`src/rtl/muldiv_pkg.sv`:
```
// Shared types and constants for the RV32M multiply/divide sequencer.
//   muldiv_op_e    : funct3 encodings of the eight M-extension ops
//   muldiv_state_e : sequencer states
//   XLEN_DEF       : default operand width
//   DIV0_Q         : quotient returned for a divide by zero
//   OVF_DIVIDEND   : the only dividend that can overflow a signed divide (by -1)
// The divider is built only when MULDIV_DIV_EN is defined.
package muldiv_pkg;

  localparam int XLEN_DEF = 32;

  localparam logic [XLEN_DEF-1:0] DIV0_Q       = 32'hFFFF_FFFF;
  localparam logic [XLEN_DEF-1:0] OVF_DIVIDEND = 32'h8000_0000;

  typedef enum logic [2:0] {
    OP_MUL    = 3'b000,
    OP_MULH   = 3'b001,
    OP_MULHSU = 3'b010,
    OP_MULHU  = 3'b011,
    OP_DIV    = 3'b100,
    OP_DIVU   = 3'b101,
    OP_REM    = 3'b110,
    OP_REMU   = 3'b111
  } muldiv_op_e;

  typedef enum logic [1:0] {
    IDLE = 2'd0,
    CALC = 2'd1,
    FIN  = 2'd2,
    DONE = 2'd3
  } muldiv_state_e;

endpackage

```
`src/rtl/muldiv_step.sv`:
```
// One combinational iteration of the sequential multiply/divide datapath.
// Ports:
//   is_div_i : 1 = restoring-divide step, 0 = shift-add multiply step
//   acc_i    : multiply: high product half; divide: partial remainder
//   lo_i     : multiply: low product half / remaining multiplier bits;
//              divide: dividend bits shifting out / quotient bits shifting in
//   opnd_i   : multiplicand magnitude (multiply) or divisor magnitude (divide)
//   acc_o, lo_o : updated values for the next cycle
// The divide step exists only when MULDIV_DIV_EN is defined.
module muldiv_step #(
  parameter int XLEN = 32
) (
  input  logic            is_div_i,
  input  logic [XLEN-1:0] acc_i,
  input  logic [XLEN-1:0] lo_i,
  input  logic [XLEN-1:0] opnd_i,
  output logic [XLEN-1:0] acc_o,
  output logic [XLEN-1:0] lo_o
);

  logic [XLEN:0] sum;
`ifdef MULDIV_DIV_EN
  logic [XLEN:0] rem_sh;
  logic [XLEN:0] diff;
`else
  logic unused_is_div;
  assign unused_is_div = is_div_i;
`endif

  always_comb begin
    // Multiply: add the multiplicand when the current multiplier LSB is set,
    // then shift the whole {carry, acc, lo} right; the product fills lo from the top.
    sum   = {1'b0, acc_i} + {1'b0, {XLEN{lo_i[0]}} & opnd_i};
    acc_o = sum[XLEN:1];
    lo_o  = {sum[0], lo_i[XLEN-1:1]};
`ifdef MULDIV_DIV_EN
    // Divide: shift the next dividend bit into the remainder and keep the
    // difference only if it did not go negative (restore otherwise).
    rem_sh = {acc_i, lo_i[XLEN-1]};
    diff   = rem_sh - {1'b0, opnd_i};
    if (is_div_i) begin
      if (!diff[XLEN]) begin
        acc_o = diff[XLEN-1:0];
        lo_o  = {lo_i[XLEN-2:0], 1'b1};
      end else begin
        acc_o = rem_sh[XLEN-1:0];
        lo_o  = {lo_i[XLEN-2:0], 1'b0};
      end
    end
`endif
  end

endmodule

```
`src/rtl/muldiv_seq.sv`:
```
// Multi-cycle sequencer for RV32M multiply/divide, running beside the ALU.
// Ports:
//   clk, rst        : clock, synchronous active-high reset
//   start           : M-op present in execute (held while stalled)
//   op              : funct3 of the M-op
//   opr_a, opr_b    : rs1 / rs2 values
//   stall           : holds the core from acceptance through the FIN cycle
//   busy            : registered, high in CALC and FIN
//   done            : registered one-cycle pulse in DONE
//   result          : registered result, valid with done, held otherwise
// Define MULDIV_DIV_EN to build the divider; without it divide ops
// complete in two cycles with a zero result.
module muldiv_seq
  import muldiv_pkg::*;
#(
  parameter int XLEN = XLEN_DEF
) (
  input  logic            clk,
  input  logic            rst,
  input  logic            start,
  input  logic [2:0]      op,
  input  logic [XLEN-1:0] opr_a,
  input  logic [XLEN-1:0] opr_b,
  output logic            stall,
  output logic            busy,
  output logic            done,
  output logic [XLEN-1:0] result
);

  localparam int            CW   = $clog2(XLEN);
  localparam logic [CW-1:0] LAST = CW'(XLEN - 1);

  function automatic logic [XLEN-1:0] neg_if(input logic n, input logic [XLEN-1:0] v);
    return n ? -v : v;
  endfunction

  function automatic logic [2*XLEN-1:0] neg_if2(input logic n, input logic [2*XLEN-1:0] v);
    return n ? -v : v;
  endfunction

  muldiv_state_e   state_q, state_d;
  logic [CW-1:0]   cnt_q, cnt_d;
  muldiv_op_e      op_q, op_d;
  logic [XLEN-1:0] acc_q, acc_d;
  logic [XLEN-1:0] lo_q, lo_d;
  logic [XLEN-1:0] opnd_q, opnd_d;
  logic [XLEN-1:0] result_q, result_d;
  logic            neg_q, neg_d;
  logic            busy_q, busy_d;
  logic            done_q, done_d;

  muldiv_op_e      op_in;
  logic            is_div_in, a_neg, b_neg;
  logic [XLEN-1:0] a_mag, b_mag;
  logic [XLEN-1:0] step_acc, step_lo;
  logic [2*XLEN-1:0] prod;

`ifdef MULDIV_DIV_EN
  // Remainder sign follows the dividend; the special-case flags bypass CALC.
  logic            a_neg_q, a_neg_d;
  logic            div0_q, div0_d;
  logic            ovf_q, ovf_d;
  logic            div0_in, ovf_in;
  logic [XLEN-1:0] quo, rem;
`endif

  assign op_in     = muldiv_op_e'(op);
  assign is_div_in = op[2];
  assign a_neg     = opr_a[XLEN-1] & (op_in inside {OP_MULH, OP_MULHSU, OP_DIV, OP_REM});
  assign b_neg     = opr_b[XLEN-1] & (op_in inside {OP_MULH, OP_DIV, OP_REM});
  assign a_mag     = neg_if(a_neg, opr_a);
  assign b_mag     = neg_if(b_neg, opr_b);

`ifdef MULDIV_DIV_EN
  assign div0_in = is_div_in & (opr_b == '0);
  assign ovf_in  = (op_in inside {OP_DIV, OP_REM}) &
                   (opr_a == {1'b1, {(XLEN-1){1'b0}}}) & (opr_b == '1);
`endif

  muldiv_step #(.XLEN(XLEN)) u_step (
    .is_div_i (op_q[2]),
    .acc_i    (acc_q),
    .lo_i     (lo_q),
    .opnd_i   (opnd_q),
    .acc_o    (step_acc),
    .lo_o     (step_lo)
  );

  always_comb begin
    state_d  = state_q;
    cnt_d    = cnt_q;
    op_d     = op_q;
    acc_d    = acc_q;
    lo_d     = lo_q;
    opnd_d   = opnd_q;
    result_d = result_q;
    neg_d    = neg_q;
    prod     = neg_if2(neg_q, {acc_q, lo_q});
`ifdef MULDIV_DIV_EN
    a_neg_d  = a_neg_q;
    div0_d   = div0_q;
    ovf_d    = ovf_q;
    quo      = neg_if(neg_q, lo_q);
    rem      = neg_if(a_neg_q, acc_q);
    if (div0_q) begin
      quo = '1;
      rem = neg_if(a_neg_q, lo_q);   // lo still holds |dividend|
    end else if (ovf_q) begin
      quo = {1'b1, {(XLEN-1){1'b0}}};
      rem = '0;
    end
`endif
    case (state_q)
      IDLE: begin
        if (start) begin
          op_d   = op_in;
          cnt_d  = '0;
          acc_d  = '0;
          lo_d   = is_div_in ? a_mag : b_mag;
          opnd_d = is_div_in ? b_mag : a_mag;
          neg_d  = a_neg ^ b_neg;
`ifdef MULDIV_DIV_EN
          a_neg_d = a_neg;
          div0_d  = div0_in;
          ovf_d   = ovf_in;
          state_d = (div0_in | ovf_in) ? FIN : CALC;
`else
          state_d = is_div_in ? FIN : CALC;
`endif
        end
      end
      CALC: begin
        acc_d = step_acc;
        lo_d  = step_lo;
        cnt_d = cnt_q + 1'b1;
        if (cnt_q == LAST) state_d = FIN;
      end
      FIN: begin
        if (op_q[2]) begin
`ifdef MULDIV_DIV_EN
          result_d = op_q[1] ? rem : quo;
`else
          result_d = '0;
`endif
        end else begin
          result_d = (op_q == OP_MUL) ? prod[XLEN-1:0] : prod[2*XLEN-1:XLEN];
        end
        state_d = DONE;
      end
      DONE: state_d = IDLE;
      default: state_d = IDLE;
    endcase
    busy_d = (state_d == CALC) | (state_d == FIN);
    done_d = (state_d == DONE);
  end

  always_ff @(posedge clk) begin
    if (rst) begin
      state_q  <= IDLE;
      cnt_q    <= '0;
      busy_q   <= 1'b0;
      done_q   <= 1'b0;
      result_q <= '0;
    end else begin
      state_q  <= state_d;
      cnt_q    <= cnt_d;
      busy_q   <= busy_d;
      done_q   <= done_d;
      result_q <= result_d;
    end
    op_q   <= op_d;
    acc_q  <= acc_d;
    lo_q   <= lo_d;
    opnd_q <= opnd_d;
    neg_q  <= neg_d;
`ifdef MULDIV_DIV_EN
    a_neg_q <= a_neg_d;
    div0_q  <= div0_d;
    ovf_q   <= ovf_d;
`endif
  end

  assign stall  = (start & (state_q == IDLE)) | busy_q;
  assign busy   = busy_q;
  assign done   = done_q;
  assign result = result_q;

endmodule

```
`config.mk`:
```
export PLATFORM = sky130hd
export DESIGN_NAME = muldiv_seq
export DESIGN_NICKNAME = d
export VERILOG_FILES = /design/src/rtl/muldiv_pkg.sv /design/src/rtl/muldiv_step.sv /design/src/rtl/muldiv_seq.sv
export SDC_FILE = /design/constraint.sdc
export NUM_CORES = 1
export LEC_CHECK = 0
export ABC_AREA = 1
export BUFFER_PORTS_ARGS = -buffer_cell sky130_fd_sc_hd__buf_2
export CORE_ASPECT_RATIO = 0.6
export CORE_MARGIN = 3
export CORE_UTILIZATION = 37
export DETAILED_ROUTE_END_ITERATION = 8
export GPL_TIMING_DRIVEN = 0
export PLACE_DENSITY = 0.67
export SLEW_MARGIN = 25
export SYNTH_ARGS = -nofsm -noshare
export SYNTH_HDL_FRONTEND = slang
export SYNTH_SLANG_ARGS = --single-unit
export TNS_END_PERCENT = 1
```
`constraint.sdc`:
```
create_clock -name clk -period 5.6 [get_ports clk]
set_clock_uncertainty 0.1 [all_clocks]
set_input_delay 1.12 -clock clk [delete_from_list [all_inputs] [get_ports clk]]
set_output_delay 1.12 -clock clk [all_outputs]
set_load 0.01 [all_outputs]
```
# Yosys cells after proc, flatten, opt, wreduce, memory -nomap -nowiden
# Index checks and enable logic that the tools add are counted.
word_totals:
  output_inout_bits: 35
  regBits: 141
op_classes:
  n_mux: 17
  n_eq_ne: 12
  bitwise_logic: 7
  n_addsub: 5
  n_reduce_logical: 7
op_table:
  columns: ["operator", "count"]
  rows:
  - ["$mux W32", 8]
  - ["$pmux W32 S2", 2]
  - ["$mux W64", 1]
  - ["$neg A32 Y32", 2]
  - ["$neg A64 Y64", 1]
  - ["$add A32 B32 Y33", 1]
  - ["$and A32 B32 Y32", 1]
  - ["$pmux W5 S2", 1]
  - ["$eq A2 B2 Y1 const B", 4]
  - ["$pmux W2 S4", 1]
  - ["$eq A3 B3 Y1 const B", 2]
  - ["$mux W2", 3]
  - ["$add A5 B1 Y5 const B", 1]
  - ["$eq A5 B5 Y1 const B", 1]
  - ["$mux W5", 1]
  - ["$eq A2 B1 Y1 const B", 2]
  - ["$reduce_and A2 Y1", 2]
  - ["$reduce_bool A4 Y1", 1]
  - ["$and A1 B1 Y1", 3]
  - ["$eq A3 B1 Y1 const B", 1]
  - ["$eq A3 B2 Y1 const B", 1]
  - ["$logic_not A3 Y1", 1]
  - ["$reduce_bool A3 Y1", 1]
  - ["$logic_not A2 Y1", 1]
  - ["4 further kinds", 5]

# Logic depth before layout (Yosys ltp)
depth:
  ltp_word: 7
  ltp_mapped: 18

# Cells and area by module
# From an unflattened synthesis, not the netlist that was laid out.
unflattened:
  hier_cells: 2202
  hier_area_um2: 13452.9
modules_own_cells:
  columns: ["mod", "cells_per_inst", "area_each_um2", "n_inst", "seq_area_each_um2"]
  rows:
  - ["muldiv_seq", 1599, 10582.6, 1, 3823.7]
  - ["muldiv_step", 603, 2870.3, 1, 0.0]

# Least setup slack after synthesis
# OpenSTA, ideal clock, no wires.
synth_timing:
  kind: "input to register"
  start: "input start"
  end: "register acc_q[0], enable pin"
  path_slack_ns: -0.460
  setup_ns: 0.419
  path_buffers: 0
  arrival_ns: 5.541
  path_stages: 4
  path_cell_list: "inv_1 -> nor3_1 -> nor2_1 -> inv_1"
synth_between:
  elab_chain_len: 2
synth_rtl:
  columns: ["item", "line", "rtl"]
  rows:
  - ["start, declared", "muldiv_seq.sv:20", "input logic start,"]
  - ["$ne A2 B2 Y1 (no line)", null, null]
  - ["$reduce_and A2 Y1 (no line)", null, null]
  - ["end signal, assigned", "muldiv_seq.sv:172", "acc_q <= acc_d;"]
  - ["end, declared", "muldiv_seq.sv:44", "logic [XLEN-1:0] acc_q, acc_d;"]
# No other way between the ends.
# A chain may end at the register's enable or synchronous reset.

# Final worst setup path
layout_timing:
  start: "input start"
  end: "output stall"
layout_between:
  elab_chain_len: 2
layout_rtl:
  columns: ["item", "line", "rtl"]
  rows:
  - ["$and A1 B1 Y1", "muldiv_seq.sv:183", "assign stall = (start & (state_q == IDLE)) | busy_q;"]
  - ["$or A1 B1 Y1", "muldiv_seq.sv:183", null]
  - ["end, declared", "muldiv_seq.sv:24", "output logic stall,"]
# No other way between the ends.

==> impl_metrics.toml <==
[floorplan]
dieArea_um2 = 35600
core_area_um2 = 32600
start_util = 0.378
io_pins = 105
die_w_um = 241
fp.dieH_um = 147
rows = 51

[sta]
slew_violations = 0
fin_crit_sh = 0.579
setup_tns_ns = 0
setup_viol = 0
finalHoldViolations = 0
slew_headroom = 0.436
max_slew.worst_pin.slew_ns = 0.846
layout_setup_ws_ns = 2.36
max_clock_freq_ghz = 0.308
min_period_ns = 3.24
grt_setup_unrepaired = "no"

[layout]
drive_above_1_share = 0.110
fill_cells = 3466
layout.nets = 2140
diodes = 0
final_cells = 2495
syn_to_final_growth_pct = 13.9

[synthesis]
synthDominantCellAreaShare = 0.244
yosys_most_used_dff = "edfxtp_1"
synth_common_cells = "521 x nand2_1, 255 x nor2_1, 216 x inv_1, 172 x nand3_1, 128 x a21oi_1"
synth_top_family_by_area = "simple AND/OR/NAND/NOR gates"
yosysWarnings = 0
syn-instance-count = 1907
yosys.area_share.simple = 0.374
synthDistinctLibCells = 52
yosysMostFrequentCell = "nand2_1"
synth_area_leader_cell = "edfxtp_1"
synth-xor-area-share = 0.0270
syn_avg_cell_area_um2 = 6.46
ys_seq_elements = 141
syn_nets = 2015
synth_compound_area_frac = 0.155
synth_edf_count = 100
synth_adder_area_share = 0.0392
ys_seq_area_frac = 0.311
async_reset_ff_frac = 0
syn_area_um2 = 12300
synth_area_leaders = "edfxtp_1 24%, nand2_1 16%, nor2_1 7.8%, nand3_1 7.0%, dfxtp_1 6.7%"
synth.area.mux_share = 0.00163

[clock_network]
clkTransAtPathRegs_ns = 0.07
cts_resized = 0
htree_levels = 4
tritoncts = "done"
clk_latency_ns = 0.46
numCtsBuffers = 17
cts_hold_buffers = 0
postCtsSetupRepairBufs = 0
cts_root_buffer = "clkbuf_16"
cts_max_path_buffers = 2
cts.sinks = 141

[pwr]
power.leakage_nw = 6.35
p_switching_mw = 1.68
pwr-share-clk = 0.290
sw_frac_of_total = 0.425
p_seq_frac = 0.364
intPower_mw = 2.27
cellPowerDensity_nw_per_um2 = 281
p_comb_frac = 0.346
total_power_mw = 3.95
ir_drop_v = 0.000239

[placed_design]
dp_hpwl_mm = 41.6
gp_congestion = 1.02
place_ws_ns = 2.24
placed_cells_incl_taps = 2463
portBuffers = 103

[grt]
met3_usage = 0.0878
grt_util_met1 = 0.453
grtUsageMet2 = 0.359
grt_pass1_vias = 12300
grt_overflow = 0
grt.total_usage = 0.282
grt_max_degree = 55
grt_pass1_wl_mm = 74.7
antenna_found_initial = 2
top_usage_layer = "met1"

[routing]
wire_per_inst_um = 20.3
drc = 0
via_count = 13800
ant_nets = 0
drt_iter0_drc = 2137
vias_per_cell = 5.54
routed_wl_mm = 50.7
dr.pass1.iters = 7

[setup_path]
r2r-start = "lo_q[0]"
crit_path_end_kind = "primary output"
path_cells = "buf_2, inv_1, nor3_4, or2_2, buf_2"
cp_max_fo = 10
required_ns = 4.38
crit_path_start_kind = "input pin"
reg2reg_setup_slack_ns = 2.41
rr_endpoint = "acc_q[23]"
path_class = "input pin to primary output"
cp_slowest_stage_delay_ns = 0.44
slowest_stage = "nor3_4"
cp.arrival_ns = 2.02
rr_worst_depth = 14
path_common_cell = "buf_2"

[min_path]
hold_depth = 2
hp-start = "result[22]"
hold_class = "flip-flop to flip-flop"
whs_endpoint = "result[22]"

[status]
status = "complete, no violations"

[run]
maxCapViolCount = 0
[power groups by stage]
| stage | Sequential (mW) | Clock [mW] | Combinational (mW) |
|---|---|---|---|
| global placement | 1.46 | 0 | 1.28 |
| finish | 1.43 | 1.14 | 1.37 |
| detailed placement | 1.45 | 0 | 1.31 |
| CTS | 1.43 | 1.16 | 1.32 |
| floorplan | 1.39 | 0 | 0.868 |
| global route | 1.44 | 1.20 | 1.50 |
[flip-flops by register name (all words and copies together) (netlist names), 2 cells and up]
signal   flops
op_q         3
state_q      2
cnt_q        5
result      32
opnd_q      32
acc_q       32
lo_q        32
[worst max-delay path by stage]
stage	start	endpoint	slack (ns)	depth (start not counted)
6_report	start	stall	2.36	5
5_1_grt	lo_q[0]	acc_q[22]	2.20	12
4_1_cts	start	stall	2.35	5
3_5_place_dp	opr_a[0]	lo_q[20]	2.24	12
3_3_place_gp	start	acc_q[23]	-0.68	5
2_1_floorplan	start	acc_q[0]	0.80	4
[worst max-delay path, delay by kind of cell]
| kind | cells | cell delay [ns] |
|---|---|---|
| buffers and inverters | 3 | 0.26 |
| and+or+nand+nor | 2 | 0.64 |
[layout by cell type (no fill, tap or decap), types with 10 or more instances in the layout]
cell type / instances
o21ai_1: 14
clkbuf_1: 33
nand3_1: 172
o21ai_0: 121
nor3_1: 17
nand2_1: 521
buf_2: 117
o211ai_1: 17
nand4_1: 26
a31oi_1: 19
a21oi_1: 128
edfxtp_1: 100
clkbuf_16: 17
xor2_1: 31
nor2_1: 255
nor2_2: 14
dfxtp_1: 41
ha_1: 37
inv_1: 215
buf_1: 10
[through the flow]
stage,util,instance area [um2],hold WS [ns]
global route,0.430,14000,0.379
floorplan,-,12300,0.345
detailed placement,0.413,13500,0.352
finish,0.430,14000,0.360
global placement,0.411,13400,0.353
CTS,0.430,14000,0.363
[layer usage]
layer | part of all wire | vias to the layer above
li1 | - | 6582
met5 | 0.0029 | -
met2 | 0.37 | 802
met1 | 0.48 | 6370
met4 | 0.014 | 6
met3 | 0.13 | 62
[cell families (layout without fill, tap and decap cells)]
logic type,Yosys count,count (layout)
XOR/XNOR,38,38
multiplexers,2,2
AO/OA/AOI/OAI,342,342
AND/OR/NAND/NOR,1060,1060
buffers and inverters,286,424
flip-flops,141,141
adder cells (fa/ha/maj),38,38
[layout make-up]
type / count / area (um2) / share of cell area
multi-input combinational: 1480 / 7360 / 0.525
sequential: 141 / 3820 / 0.273
inverter: 223 / 840 / 0.0598
timing repair buffer: 106 / 566 / 0.0403
tap: 450 / 563 / 0.0401
clock buffer: 18 / 429 / 0.0306
buffer: 63 / 299 / 0.0213
clock inverter: 14 / 145 / 0.0103
No activity file was read; power rests on OpenSTA's default activity.
